### config.mk
export PLATFORM = sky130hd
export DESIGN_NAME = uart_rx_ctrl
export DESIGN_NICKNAME = d
export VERILOG_FILES = /design/src/rtl/uart_pkg.sv /design/src/rtl/uart_rx_fifo.sv /design/src/rtl/uart_rx_ctrl.sv
export SDC_FILE = /design/constraint.sdc
export NUM_CORES = 1
export LEC_CHECK = 0
export CAP_MARGIN = 40
export CORE_UTILIZATION = 61
export CTS_CLUSTER_DIAMETER = 80
export DETAILED_ROUTE_END_ITERATION = 8
export PLACE_DENSITY_LB_ADDON = 0.1
export SETUP_SLACK_MARGIN = 0.2
export SYNTH_ARGS = -nofsm -noshare
export SYNTH_HDL_FRONTEND = slang
export SYNTH_HIERARCHICAL = 1
export SYNTH_SLANG_ARGS = --single-unit
### constraint.sdc
create_clock -name clk -period 4.8 [get_ports clk]
set_input_delay 0.96 -clock clk [delete_from_list [all_inputs] [get_ports clk]]
set_output_delay 0.96 -clock clk [all_outputs]
set_load 0.05 [all_outputs]
### src/rtl/uart_pkg.sv
// Shared definitions for the UART receive sequencer: FSM state encoding,
// FIFO entry width and default FIFO depth.
package uart_pkg;

  typedef enum logic [1:0] {
    IDLE     = 2'd0,
    CAPTURE  = 2'd1,
    ACK      = 2'd2,
    WAIT_LOW = 2'd3
  } rx_state_e;

  // Each FIFO entry is {FE, rx_data}
  localparam int RX_ENT_W     = 9;
  localparam int RX_DEPTH_DEF = 8;

endpackage

### src/rtl/uart_rx_fifo.sv
// First-word fall-through FIFO holding received {FE, byte} entries.
// A pop on empty is ignored; a push when full only succeeds together with a pop.
module uart_rx_fifo #(
  parameter int DEPTH = 8,
  parameter int AW    = 3,
  parameter int W     = 9
) (
  input  logic          clk,
  input  logic          clr,
  input  logic          push,
  input  logic [W-1:0]  wdata,
  input  logic          pop,
  output logic [W-1:0]  rdata,
  output logic [AW:0]   count,
  output logic          full,
  output logic          empty
);

  localparam logic [AW:0] FULL_CNT = (AW+1)'(DEPTH);

  logic [W-1:0]  mem_q [DEPTH];
  logic [AW-1:0] wptr_q, wptr_d;
  logic [AW-1:0] rptr_q, rptr_d;
  logic [AW:0]   cnt_q, cnt_d;
  logic          do_push, do_pop;

  assign empty   = (cnt_q == '0);
  assign full    = (cnt_q == FULL_CNT);
  assign do_pop  = pop & ~empty;
  assign do_push = push & (~full | do_pop);

  // Next-state for pointers and occupancy; pointers wrap naturally modulo DEPTH
  always_comb begin
    wptr_d = wptr_q;
    rptr_d = rptr_q;
    cnt_d  = cnt_q;
    if (do_push) wptr_d = wptr_q + 1'b1;
    if (do_pop)  rptr_d = rptr_q + 1'b1;
    case ({do_push, do_pop})
      2'b10:   cnt_d = cnt_q + 1'b1;
      2'b01:   cnt_d = cnt_q - 1'b1;
      default: cnt_d = cnt_q;
    endcase
  end

  // Control state: pointers and count, cleared by reset
  always_ff @(posedge clk) begin
    if (clr) begin
      wptr_q <= '0;
      rptr_q <= '0;
      cnt_q  <= '0;
    end else begin
      wptr_q <= wptr_d;
      rptr_q <= rptr_d;
      cnt_q  <= cnt_d;
    end
  end

  // Storage write; contents need no reset since count gates visibility
  always_ff @(posedge clk) begin
    if (do_push) mem_q[wptr_q] <= wdata;
  end

  assign rdata = mem_q[rptr_q];
  assign count = cnt_q;

endmodule

### src/rtl/uart_rx_ctrl.sv
// Sequencer between a UART receiver and the host. Captures {FE, rx_data}
// on rdrf into a FIFO, acknowledges with a one-cycle active-low rdrf_clr
// pulse (re-pulsed if rdrf stays high for ACK_TO cycles), presents bytes
// on a valid/ready port and flags overrun.
// Optional feature macro: UART_RX_ERRCNT_EN enables the saturating
// framing-error counter on fe_count; otherwise fe_count is tied to zero.
module uart_rx_ctrl
  import uart_pkg::*;
#(
  parameter int DEPTH  = RX_DEPTH_DEF,
  parameter int AW     = 3,
  parameter int ACK_TO = 4
) (
  input  logic          clk,
  input  logic          clr,
  input  logic          rdrf,
  input  logic [7:0]    rx_data,
  input  logic          FE,
  output logic          rdrf_clr,
  output logic [7:0]    dout,
  output logic          dout_fe,
  output logic          dout_valid,
  input  logic          dout_ready,
  output logic [AW:0]   count,
  output logic          full,
  output logic          ovr,
  input  logic          ovr_clr,
  output logic [7:0]    fe_count
);

  localparam logic [7:0] ACK_TO_8 = 8'(ACK_TO);

  rx_state_e             state_q;
  logic [7:0]            timer_q;
  logic                  rdrf_clr_q;
  logic                  ovr_q;
  logic                  capture;
  logic                  pop;
  logic                  drop;
  logic                  fifo_empty;
  logic [RX_ENT_W-1:0]   fifo_rdata;

  assign capture = (state_q == CAPTURE);
  assign pop     = dout_valid & dout_ready;
  // A full FIFO still accepts the byte when the host frees a slot this cycle
  assign drop    = capture & full & ~pop;

  uart_rx_fifo #(
    .DEPTH (DEPTH),
    .AW    (AW),
    .W     (RX_ENT_W)
  ) u_fifo (
    .clk   (clk),
    .clr   (clr),
    .push  (capture),
    .wdata ({FE, rx_data}),
    .pop   (pop),
    .rdata (fifo_rdata),
    .count (count),
    .full  (full),
    .empty (fifo_empty)
  );

  // Receiver handshake FSM with registered active-low acknowledge
  always_ff @(posedge clk) begin
    if (clr) begin
      state_q    <= IDLE;
      timer_q    <= '0;
      rdrf_clr_q <= 1'b1;
    end else begin
      rdrf_clr_q <= 1'b1;
      case (state_q)
        IDLE: begin
          if (rdrf) state_q <= CAPTURE;
        end
        CAPTURE: begin
          state_q    <= ACK;
          rdrf_clr_q <= 1'b0;
        end
        ACK: begin
          timer_q <= ACK_TO_8;
          state_q <= WAIT_LOW;
        end
        WAIT_LOW: begin
          if (!rdrf) begin
            state_q <= IDLE;
          end else if (timer_q <= 8'd1) begin
            state_q    <= ACK;
            rdrf_clr_q <= 1'b0;
          end else begin
            timer_q <= timer_q - 8'd1;
          end
        end
        default: state_q <= IDLE;
      endcase
    end
  end

  // Sticky overrun: a drop outranks a simultaneous clear
  always_ff @(posedge clk) begin
    if (clr)          ovr_q <= 1'b0;
    else if (drop)    ovr_q <= 1'b1;
    else if (ovr_clr) ovr_q <= 1'b0;
  end

`ifdef UART_RX_ERRCNT_EN
  logic [7:0] fe_cnt_q;
  logic       fe_inc;

  function automatic logic [7:0] sat_inc8(input logic [7:0] v);
    return (v == 8'hFF) ? 8'hFF : v + 8'd1;
  endfunction

  assign fe_inc = capture & FE;

  // Framing-error counter; counts dropped bytes too, increment beats clear
  always_ff @(posedge clk) begin
    if (clr)          fe_cnt_q <= '0;
    else if (fe_inc)  fe_cnt_q <= ovr_clr ? 8'd1 : sat_inc8(fe_cnt_q);
    else if (ovr_clr) fe_cnt_q <= '0;
  end

  assign fe_count = fe_cnt_q;
`else
  assign fe_count = 8'h00;
`endif

  assign rdrf_clr   = rdrf_clr_q;
  assign ovr        = ovr_q;
  assign dout_valid = ~fifo_empty;
  assign dout       = fifo_rdata[7:0];
  assign dout_fe    = fifo_rdata[8];

endmodule
-- Word level (Yosys, flattened, before mapping)
Memories as Yosys holds them, arrays and structs flattened. A register that Yosys moved wholly into a read port is not among the register bits.
Cells that the tools add are included.
- memories kept: 1
- input bits: 14
- output and inout port bits: 25
- RAM bits: 72
- word-level logic and storage cells: 57
- flip-flop bits (word level): 22
- $lt $le $gt $ge: 1
- add/subtract/negate cells: 5
- reduce and logical (&&, ||, !) cells: 7
- equality and inequality tests: 10
- mux-type cells: 17
- bitwise operators: 9
- memories (memory ; words ; bits a word ; read ports ; clocked after memory_dff ; write ports ; line ; text):
    u_fifo.mem_q ; 8 ; 9 ; 1 ; 1 ; 1 ; uart_rx_fifo.sv:21 ; logic [W-1:0] mem_q [DEPTH];
- operator list (kind ; number):
    $mux W8 ; 2
    $pmux W8 S2 ; 1
    $le A8 B1 Y1 const B ; 1
    $pmux W2 S4 ; 1
    $pmux W4 S2 ; 1
    $sub A8 B1 Y8 const B ; 1
    $add A3 B1 Y3 const B ; 2
    $eq A2 B2 Y1 const B ; 3
    $mux W1 ; 6
    $mux W2 ; 3
    $mux W3 ; 2
    $ne A2 B2 Y1 const B ; 3
    $reduce_bool A2 Y1 ; 3
    $and A1 B1 Y1 ; 5
    $add A4 B1 Y4 const B ; 1
    $eq A2 B1 Y1 const B ; 2
    $eq A4 B4 Y1 const B ; 1
    $logic_not A4 Y1 ; 1
    $sub A4 B1 Y4 const B ; 1
    $ne A3 B3 Y1 const B ; 1
    $not A1 Y1 ; 3
    $reduce_and A3 Y1 ; 1
    $logic_not A2 Y1 ; 1
    $pmux W1 S2 ; 1
    other kinds (2) ; 2

-- Logic depth before layout (Yosys ltp)
Gate-level depths: netlist (run 1).
- word-level depth: 8
- depth in mapped cells: 12
- depth with buffers taken out: 11

-- Cells and area by module
The synthesis (run 1) kept the hierarchy.
- by module, submodules not included (module ; instances ; cells an instance ; area each (um2) ; seq. area each (um2)):
    uart_rx_fifo ; 1 ; 187 ; 3507.1 ; 2422.3
    uart_rx_ctrl ; 1 ; 89 ; 748.2 ; 240.2

-- Least setup slack after synthesis (run 1)
No wires, ideal clock.
- path type: register -> register
- start point: reg u_fifo.cnt_q[1] (netlist: u_fifo/count[1])
- end point: mem u_fifo.mem_q[0][0] (enable)
- setup time: 0.399 ns
- path buffers: 1
- period minus slack after synthesis: 3.141 ns
- slack: 1.659 ns
- arrival: 2.742 ns
- cell stages (with the launch flop): 8
- required time: 4.401 ns
- cells stage by stage: dfxtp_1 > or3_1 > buf_2 > nor2_1 > nor2b_1 > nand2b_1 > o21ai_4 > nor4_1
- word-level cells in the longest chain between the ends: 8
- elaborated cells on any way between the ends: 10
- classes of those cells: eq/ne (1); mux (2); bitwise (6); reduce/logical (1)
- ends and longest elaborated chain (element ; line ; text):
    start: declaration ; uart_rx_fifo.sv:24 ; logic [AW:0] cnt_q, cnt_d;
    start signal: assignment ; uart_rx_fifo.sv:55 ; cnt_q <= cnt_d;
    $logic_not A4 Y1 ; uart_rx_fifo.sv:27 ; assign empty = (cnt_q == '0);
    named net fifo_empty ; uart_rx_ctrl.sv:40 ; logic fifo_empty;
    $not A1 Y1 ; uart_rx_ctrl.sv:130 ; assign dout_valid = ~fifo_empty;
    $and A1 B1 Y1 ; uart_rx_ctrl.sv:44 ; assign pop = dout_valid & dout_ready;
    named net pop ; uart_rx_ctrl.sv:38 ; logic pop;
    $and A1 B1 Y1 ; uart_rx_fifo.sv:29 ; assign do_pop = pop & ~empty;
    $or A1 B1 Y1 ; uart_rx_fifo.sv:30 ; assign do_push = push & (~full | do_pop);
    $and A1 B1 Y1 ; uart_rx_fifo.sv:30 ;
    $mux W1 ; uart_rx_fifo.sv:61 ; if (do_push) mem_q[wptr_q] <= wdata;
    $mux W1 (not written as such) ; uart_rx_fifo.sv:61 ;
    end: declaration ; uart_rx_fifo.sv:21 ;
The timed path passes the listed nets, and every way through them passes these cells.

==> results.sh, run 1 <==
export IMPL_dpl_cell_area_um2=4640
export IMPL_synth_most_common_cell="edfxtp_1"
export IMPL_peakVddDrop_mv=0.219
export IMPL_detailedPlacementHpwl_um=4470
export IMPL_netlist_top_cells_count="edfxtp_1 (72), dfxtp_1 (25), nor2_1 (22)"
export IMPL_finClkSkew_ns=0.0106
export IMPL_layout_nets=337
export IMPL_boundaryPins=39
export IMPL_cts_clk_slew_worst_paths_ns=0.08
export IMPL_worstSkewPairLatency_ns=0.35
export IMPL_number_of_endpoints_failing_setup_at_the_final_stage=0
export IMPL_place_inst=385
export IMPL_status="finished, final reports clean"
export IMPL_crit_path_start_kind="register"
export IMPL_start_util_pct=63.0
export IMPL_initialDrtViolationCount=106
export IMPL_flow_area_growth_from_synthesis_pct=13.6
export IMPL_post_route_min_period_ns=3.58
export IMPL_post_route_cells_drive_above_1_share_pct=14.0
export IMPL_cts_setup_buffers=0
export IMPL_drt_vias_per_instance=5.72
export IMPL_postSynth_asyncResetShare_pct=0
export IMPL_fp_dieArea_um2=7310
export IMPL_final_cell_count_no_fill=401
export IMPL_fmax_mhz=279
export IMPL_count_of_distinct_cell_types_in_the_synthesized_netlist=53
export IMPL_timing_rr_start="u_fifo/count[1]"
export IMPL_worst_path_max_fanout=16
export IMPL_syn_inst=276
export IMPL_mappedNetlistArea_um2=4260
export IMPL_synth_edff_count=72
export IMPL_fin_crit_sh_pct=74.7
export IMPL_clk_root_buffer_cell="clkbuf_8"
export IMPL_floorplan_core_area_um2=6760
export IMPL_final_util_pct=71.6
export IMPL_layout_filler_cells=463
export IMPL_slew_headroom_pct=43.6
export IMPL_report_final_slew_viol_count=0
export IMPL_input_output_buffers=30
export IMPL_worst_ep_arrival_time_ns=2.62
export IMPL_grt_pass1_vias=2242
export IMPL_netlist_top_cell_by_area="edfxtp_1"
export IMPL_layout_cell_area_non_filler_um2=4840
export IMPL_post_synth_top_area_fraction_pct=50.8
export IMPL_power_density_nw_per_um2=375
export IMPL_cts_tree="done"
export IMPL_cts_resized=0
export IMPL_chipHeight_um=85.5
export IMPL_criticalPathCategory="reg2out"
export IMPL_finalSetupTns_ns=0
export IMPL_share_of_synthesized_area_occupied_by_flip_flops_and_latches_pct=62.6
export IMPL_min_delay_start="ovr"
export IMPL_cp_data_required_time_ns=3.84
export IMPL_worstMarginPinSlew_ns=0.843
export IMPL_chipWidth_um=85.5
export IMPL_global_route_usage_total_pct=20.7
export IMPL_p_leak_uw=0.00168
export IMPL_cap_viol_max_count=0
export IMPL_drt_drc_violations_left=0
export IMPL_clock_tree_htree_level_count=3
export IMPL_synth_top_cells_by_area="edfxtp_1 (51%), dfxtp_1 (12%), mux4_1 (9.9%)"
export IMPL_routed_wire_length_um=6990
export IMPL_num_vias=2294
export IMPL_final_estimated_routing_congestion_in_global_placement=0.836
export IMPL_synth_avg_cell_area_um2=15.4
export IMPL_numClockSinks=97
export IMPL_drtPass1Iterations=4
export IMPL_synthFlopType="edfxtp_1"
export IMPL_rsz_0062_raised_after_global_routing="false"
export IMPL_grt_remaining_overflow=0
export IMPL_synth_ff_latch_count=97
export IMPL_grt_start_max_net_pins=23
export IMPL_cts_inserted_buffers=9
export IMPL_drtAntennaViolNets=0
export IMPL_core_rowCount=30
export IMPL_worstSetupEndpointType="output pin"
export IMPL_final_hold_viol_count=0
export IMPL_worst_hold_path_type="reg2reg"
export IMPL_global_route_wire_length_before_repair_um=11000
export IMPL_grt_antenna_before_repair=0
export IMPL_routedWlPerCell_um=17.4
export IMPL_hold_buffers=0
export IMPL_insertedDiodeCount=0
export IMPL_clockBufferDepth=2
export IMPL_synth_warnings=6
-- cells in the final DEF, fill, tap and decap left out, types with 3 or more instances in the layout --
cell,Yosys,routed
a211oi_1,3,3
a21oi_1,5,5
a31oi_1,4,4
buf_4,9,11
clkbuf_1,2,4
clkbuf_8,0,10
clkdlybuf4s50_1,0,30
conb_1,1,8
dfxtp_1,25,25
edfxtp_1,72,72
ha_1,6,6
inv_1,10,10
mux2_2,9,9
mux2i_1,5,5
mux4_1,16,16
nand2_1,10,10
nand2b_1,9,9
nand3_1,8,8
nor2_1,22,22
nor2b_1,3,3
nor3_1,7,7
o211ai_1,3,3
xnor2_1,3,3
xor2_1,4,4
-- worst max-delay path, stage by stage (launching register included) --
cell and delay, ns:
dfxtp_1 0.38, buf_4 0.30, mux4_1 0.60, mux2_2 0.29
clkdlybuf4s50_1 0.70
-- path summary, 6_finish.rpt --
| path | to | slack, ns | cells past startpoint |
|---|---|---|---|
| min | ovr | 0.51 | 2 |
| max reg2reg | u_fifo/count[3] | 1.94 | 12 |
| max | dout[7] | 1.22 | 4 |
| min reg2reg | ovr | 0.51 | 2 |
-- state kept, by name, summed over array words and instances (netlist names), named ones only --
| name | count |
|---|---|
| u_fifo/rptr_q | 3 |
| rdrf_clr | 1 |
| u_fifo/mem_q | 72 |
| u_fifo/wptr_q | 3 |
| u_fifo/count | 4 |
| ovr | 1 |
| timer_q | 8 |
| state_q | 2 |
-- routing by layer --
layer  up-vias  track usage (%)  part of all wire (%)
met4         0             8.64                  0.69
li1       1127                -                     -
met5         -                0                     0
met1      1121             26.3                    44
met3         4             4.72                   3.5
met2        42             34.7                    52
-- through the flow --
| step | power (uW) | setup WS, ns | hold WS, ns |
|---|---|---|---|
| 2_1_floorplan | 1230 | 1.66 | 0.465 |
| 3_3_place_gp | 1320 | 1.60 | 0.486 |
| 3_5_place_dp | 1330 | 1.50 | 0.493 |
| 4_1_cts | 1830 | 1.17 | 0.513 |
| 5_1_grt | 1890 | 1.12 | 0.545 |
| 6_report | 1820 | 1.22 | 0.509 |
-- cell families after synthesis --
| kind of cell | count (synthesis) | synth area share, % |
|---|---|---|
| other | 1 | 0.0881 |
| buffers and inverters | 29 | 3.85 |
| AO/OA/AOI/OAI | 29 | 5.91 |
| AND/OR/NAND/NOR | 74 | 9.41 |
| XOR/XNOR | 7 | 1.44 |
| flip-flops | 97 | 62.6 |
| adder cells (fa/ha/maj) | 7 | 2.23 |
| multiplexers | 32 | 14.5 |
-- power by group --
part	switching, uW	internal [uW]
logic	213	135
registers	29.6	926
clock network	253	258
total	496	1320
-- area by class of cell --
type	count	area [um^2]	share of cell area (%)
multi-input combinational	157	1460	30.2
clock inverter	2	38.8	0.802
tap	80	100	2.07
inverter	10	37.5	0.776
timing repair buffer	41	383	7.92
clock buffer	14	153	3.16
sequential	97	2660	55.1
No activity file was read; power rests on OpenSTA's default activity.
==> run 2: changes to the inputs <==
Settings changed: CORE_UTILIZATION 61 to 57.
Clock period 4.8 ns to 3.6 ns, I/O delays scaled along.
==> results.sh, run 2 (synthesis results as in run 1) <==
export IMPL_status="finished, final reports clean"
export IMPL_drt_drc_violations_left=0
export IMPL_fp_dieArea_um2=7820
export IMPL_numClockSinks=97
export IMPL_clockBufferDepth=2
export IMPL_criticalPathCategory="reg2out"
export IMPL_reg2reg_setup_slack_ns=0.87
export IMPL_total_switching_power_uw=697
export IMPL_drtPass1Iterations=4
export IMPL_fmax_mhz=307
export IMPL_worst_path_max_fanout=18
export IMPL_timing_rr_start="u_fifo/count[0]"
export IMPL_largest_register_ff_count=72
export IMPL_flow_area_growth_from_synthesis_pct=14.8
export IMPL_crit_path_start_kind="register"
export IMPL_finalSetupTns_ns=0
export IMPL_grt_antenna_before_repair=0
export IMPL_grt_remaining_overflow=0
export IMPL_grt_start_max_net_pins=19
export IMPL_power_combinational_fraction_pct=19.1
export IMPL_grt_pass1_vias=2274
export IMPL_layout_nets=339
export IMPL_num_vias=2294
export IMPL_cts_tree="done"
export IMPL_final_estimated_routing_congestion_in_global_placement=0.757
export IMPL_final_hold_viol_count=0
export IMPL_chipWidth_um=88.4
export IMPL_worst_hold_path_type="reg2reg"
export IMPL_power_internal_uw=1740
export IMPL_number_of_endpoints_failing_setup_at_the_final_stage=0
export IMPL_critical_path_reg2reg_endpoint="u_fifo/count[3]"
export IMPL_drt_vias_per_instance=5.44
export IMPL_min_delay_start="timer_q[0]"
export IMPL_power_switching_fraction_pct=28.5
export IMPL_report_final_slew_viol_count=0
export IMPL_core_rowCount=31
export IMPL_worstMarginPinSlew_ns=0.515
export IMPL_insertedDiodeCount=0
export IMPL_cts_inserted_buffers=9
export IMPL_power_density_nw_per_um2=500
export IMPL_final_common_cell="edfxtp_1"
export IMPL_cts_resized=0
export IMPL_layout_cells_most_common_list="edfxtp_1 (72), clkdlybuf4s50_1 (30), dfxtp_1 (25)"
export IMPL_post_route_cells_drive_above_1_share_pct=15.8
export IMPL_input_output_buffers=30
export IMPL_r2r_worst_path_cells=11
export IMPL_global_route_usage_total_pct=19.3
export IMPL_initialDrtViolationCount=137
export IMPL_slew_headroom_pct=65.4
export IMPL_global_route_wire_length_before_repair_um=11100
export IMPL_hold_path_cell_count=2
export IMPL_routed_wire_length_um=6710
export IMPL_final_util_pct=67.3
export IMPL_cts_setup_buffers=0
export IMPL_place_inst=406
export IMPL_cts_clk_slew_worst_paths_ns=0.09
export IMPL_start_util_pct=58.7
export IMPL_worst_ep_arrival_time_ns=2.54
export IMPL_final_cell_count_no_fill=422
export IMPL_most_flops_register="u_fifo/mem_q"
export IMPL_rsz_0062_raised_after_global_routing="false"
export IMPL_detailedPlacementHpwl_um=4240
export IMPL_boundaryPins=39
export IMPL_hold_buffers=0
export IMPL_hold_path_endpoint="timer_q[0]"
export IMPL_clk_root_buffer_cell="clkbuf_8"
export IMPL_peakVddDrop_mv=0.353
export IMPL_fin_crit_sh_pct=90.4
export IMPL_clock_tree_htree_level_count=3
export IMPL_routedWlPerCell_um=15.9
export IMPL_worstSetupEndpointType="output pin"
export IMPL_cap_viol_max_count=0
export IMPL_power_share_clock_pct=28.8
export IMPL_floorplan_core_area_um2=7250
export IMPL_chipHeight_um=88.4
export IMPL_post_route_min_period_ns=3.26
export IMPL_drtAntennaViolNets=0
export IMPL_cp_data_required_time_ns=2.88
export IMPL_finClkSkew_ns=0.00964
export IMPL_worstSkewPairLatency_ns=0.35
export IMPL_seq_power_share_pct=52.1
export IMPL_p_leak_uw=0.00169
## run 2: metal layers
layer	global-route usage, %	wire, um
met2	33.1	3380
met5	0	0
met4	4.11	41
met1	25.4	3100
met3	4.66	184
## run 2: stage by stage
stage               worst slack (ns)  area [um^2]  power [uW]  hold slack [ns]
CTS                            0.304         4880        2460            0.514
detailed placement             0.635         4680        1770            0.490
global route                   0.238         4880        2550            0.556
finish                         0.345         4880        2440            0.512
global placement               0.664         4680        1760            0.485
floorplan                      0.459         4280        1650            0.465
## run 2: worst max-delay path, stage by stage (launching register included)
cell and delay (ns):
dfxtp_1 0.32, buf_4 0.28, mux4_1 0.61, mux2_2 0.28, clkdlybuf4s50_1 0.70
## run 2: worst max path at each step
stage                               endpoint  cells past startpoint  slack, ns            start
after floorplan           u_fifo/mem_q[0][0]                      7       0.46  u_fifo/count[1]
after global placement       u_fifo/count[3]                     10       0.66       dout_ready
after detailed placement     u_fifo/count[3]                     10       0.63       dout_ready
after CTS                            dout[4]                      4       0.30         register
after global routing                 dout[4]                      4       0.24         register
final                                dout[4]                      4       0.34         register
## run 2: final cells by class
class	count	area [um^2]
tap	99	124
clock buffer	9	124
multi-input combinational	157	1460
fill	535	2370
inverter	10	37.5
timing repair buffer	43	398
sequential	97	2660
clock inverter	7	77.6
## run 2: power groups by stage
stage | sequential, uW | clock (uW) | combinational (uW)
after CTS | 1270 | 719 | 470
after floorplan | 1320 | 0 | 329
after global placement | 1300 | 0 | 462
after global routing | 1280 | 765 | 504
final | 1270 | 703 | 465
after detailed placement | 1300 | 0 | 469
==> run 3: changes to the inputs <==
Settings changed: CORE_ASPECT_RATIO set to 1.5.
==> results.sh, run 3 (synthesis results as in run 1) <==
export IMPL_grt_antenna_before_repair=0
export IMPL_report_final_slew_viol_count=0
export IMPL_final_estimated_routing_congestion_in_global_placement=0.737
export IMPL_min_delay_start="timer_q[0]"
export IMPL_numClockSinks=97
export IMPL_fmax_mhz=305
export IMPL_power_density_nw_per_um2=492
export IMPL_post_route_min_period_ns=3.28
export IMPL_place_inst=407
export IMPL_cts_inserted_buffers=9
export IMPL_worst_ep_arrival_time_ns=2.56
export IMPL_dpl_cell_area_um2=4680
export IMPL_final_hold_viol_count=0
export IMPL_cp_data_required_time_ns=2.88
export IMPL_hold_worst_slack_ns=0.511
export IMPL_boundaryPins=39
export IMPL_cap_viol_max_count=0
export IMPL_flow_area_growth_from_synthesis_pct=14.4
export IMPL_rsz_0062_raised_after_global_routing="false"
export IMPL_finClkSkew_ns=0.00875
export IMPL_drt_vias_per_instance=5.62
export IMPL_insertedDiodeCount=0
export IMPL_grt_start_max_net_pins=22
export IMPL_layout_cell_area_non_filler_um2=4870
export IMPL_routedWlPerCell_um=17.1
export IMPL_cts_setup_buffers=0
export IMPL_fin_crit_sh_pct=91.1
export IMPL_num_vias=2376
export IMPL_timing_rr_start="u_fifo/count[0]"
export IMPL_finalSetupTns_ns=0
export IMPL_post_route_cells_drive_above_1_share_pct=14.9
export IMPL_crit_slowest_cell="clkdlybuf4s50_1"
export IMPL_path_delay_family="buffers and inverters"
export IMPL_critical_path_reg2reg_endpoint="u_fifo/count[3]"
export IMPL_global_route_wire_length_before_repair_um=11700
export IMPL_drtAntennaViolNets=0
export IMPL_chipHeight_um=108
export IMPL_series_of_cell_instances_along_the_critical_path="buf_4 > mux4_1 > mux2_2 > clkdlybuf4s50_1"
export IMPL_routed_wire_length_um=7240
export IMPL_cpPeakStageDelay_ns=0.71
export IMPL_initialDrtViolationCount=154
export IMPL_core_rowCount=38
export IMPL_slew_headroom_pct=63.7
export IMPL_global_route_usage_total_pct=20.6
export IMPL_start_util_pct=58.9
export IMPL_worstMarginPinSlew_ns=0.544
export IMPL_hold_path_endpoint="timer_q[0]"
export IMPL_final_cell_count_no_fill=423
export IMPL_most_flops_register="u_fifo/mem_q"
export IMPL_number_of_endpoints_failing_setup_at_the_final_stage=0
export IMPL_floorplan_core_area_um2=7230
export IMPL_path_buf_inv=2
export IMPL_input_output_buffers=30
export IMPL_grt_remaining_overflow=0
export IMPL_layout_nets=339
export IMPL_hold_buffers=0
export IMPL_chipWidth_um=72.5
export IMPL_layout_cells_most_common_list="edfxtp_1 (72), clkdlybuf4s50_1 (30), dfxtp_1 (25)"
export IMPL_clk_root_buffer_cell="clkbuf_8"
export IMPL_worstSetupEndpointType="output pin"
export IMPL_grt_pass1_vias=2306
export IMPL_crit_path_start_kind="register"
export IMPL_drt_drc_violations_left=0
export IMPL_clockBufferDepth=2
export IMPL_final_common_cell="edfxtp_1"
export IMPL_worst_path_max_fanout=18
export IMPL_detailedPlacementHpwl_um=4650
export IMPL_p_leak_uw=0.00169
export IMPL_layout_filler_cells=545
export IMPL_criticalPathCategory="reg2out"
export IMPL_largest_register_ff_count=72
export IMPL_hold_path_cell_count=2
export IMPL_worst_hold_path_type="reg2reg"
export IMPL_clock_tree_htree_level_count=3
export IMPL_fp_dieArea_um2=7820
export IMPL_drtPass1Iterations=4
export IMPL_peakVddDrop_mv=0.328
export IMPL_reg2reg_setup_slack_ns=0.86
export IMPL_r2r_worst_path_cells=11
export IMPL_cts_resized=0
export IMPL_status="finished, final reports clean"
export IMPL_worstSkewPairLatency_ns=0.36
export IMPL_cts_clk_slew_worst_paths_ns=0.08
export IMPL_totalPowerFinal_uw=2390
export IMPL_cts_tree="done"
==> run 3: worst max-delay path by stage <==
stage                     slack, ns                 end            start  cells after the start
after floorplan                0.46  u_fifo/mem_q[0][0]  u_fifo/count[1]                      7
after global placement         0.66     u_fifo/count[3]       dout_ready                     10
after detailed placement       0.62     u_fifo/count[3]       dout_ready                     10
after CTS                      0.28             dout[3]         register                      4
after global routing           0.21             dout[3]         register                      4
final                          0.32             dout[3]         register                      4
==> run 3: area by class of cell <==
cell class | count | area [um^2] | share of cell area (%)
sequential | 97 | 2660 | 54.7
clock buffer | 13 | 170 | 3.50
tap | 100 | 125 | 2.57
timing repair buffer | 43 | 398 | 8.17
clock inverter | 3 | 13.8 | 0.283
inverter | 10 | 37.5 | 0.771
multi-input combinational | 157 | 1460 | 30.0
==> run 3: metrics by stage <==
step / worst slack [ns] / utilization [%]
2_1_floorplan: 0.459 / -
3_3_place_gp: 0.663 / 64.8
3_5_place_dp: 0.621 / 64.8
4_1_cts: 0.279 / 67.4
5_1_grt: 0.207 / 67.4
6_report: 0.319 / 67.4
==> run 3: power breakdown <==
part	switching (uW)	total, uW	leakage, uW	internal, uW
Clock	344	652	0.0000960	308
Sequential	39.0	1270	0.000852	1230
Combinational	288	469	0.000741	181
Total	671	2390	0.00169	1720
==> run 3: worst reg2reg max path, cell delays in order (launching register included) <==
cell      delay, ns
dfxtp_1        0.49
or3_1          0.33
nor2_1         0.09
nor2b_1        0.20
o21ai_2        0.11
or2_2          0.31
inv_1          0.09
ha_1           0.26
a21oi_1        0.27
nor4bb_1       0.27
o21bai_1       0.11
a31oi_1        0.12
==> run 3: per-layer routing <==
| metal | routed length, um | GRT usage [%] | vias up |
|---|---|---|---|
| met5 | 0 | 0 | - |
| met4 | 122 | 8.26 | 0 |
| met3 | 283 | 4.21 | 8 |
| met2 | 3750 | 34.2 | 58 |
| met1 | 3080 | 26.2 | 1179 |
| li1 | - | - | 1131 |
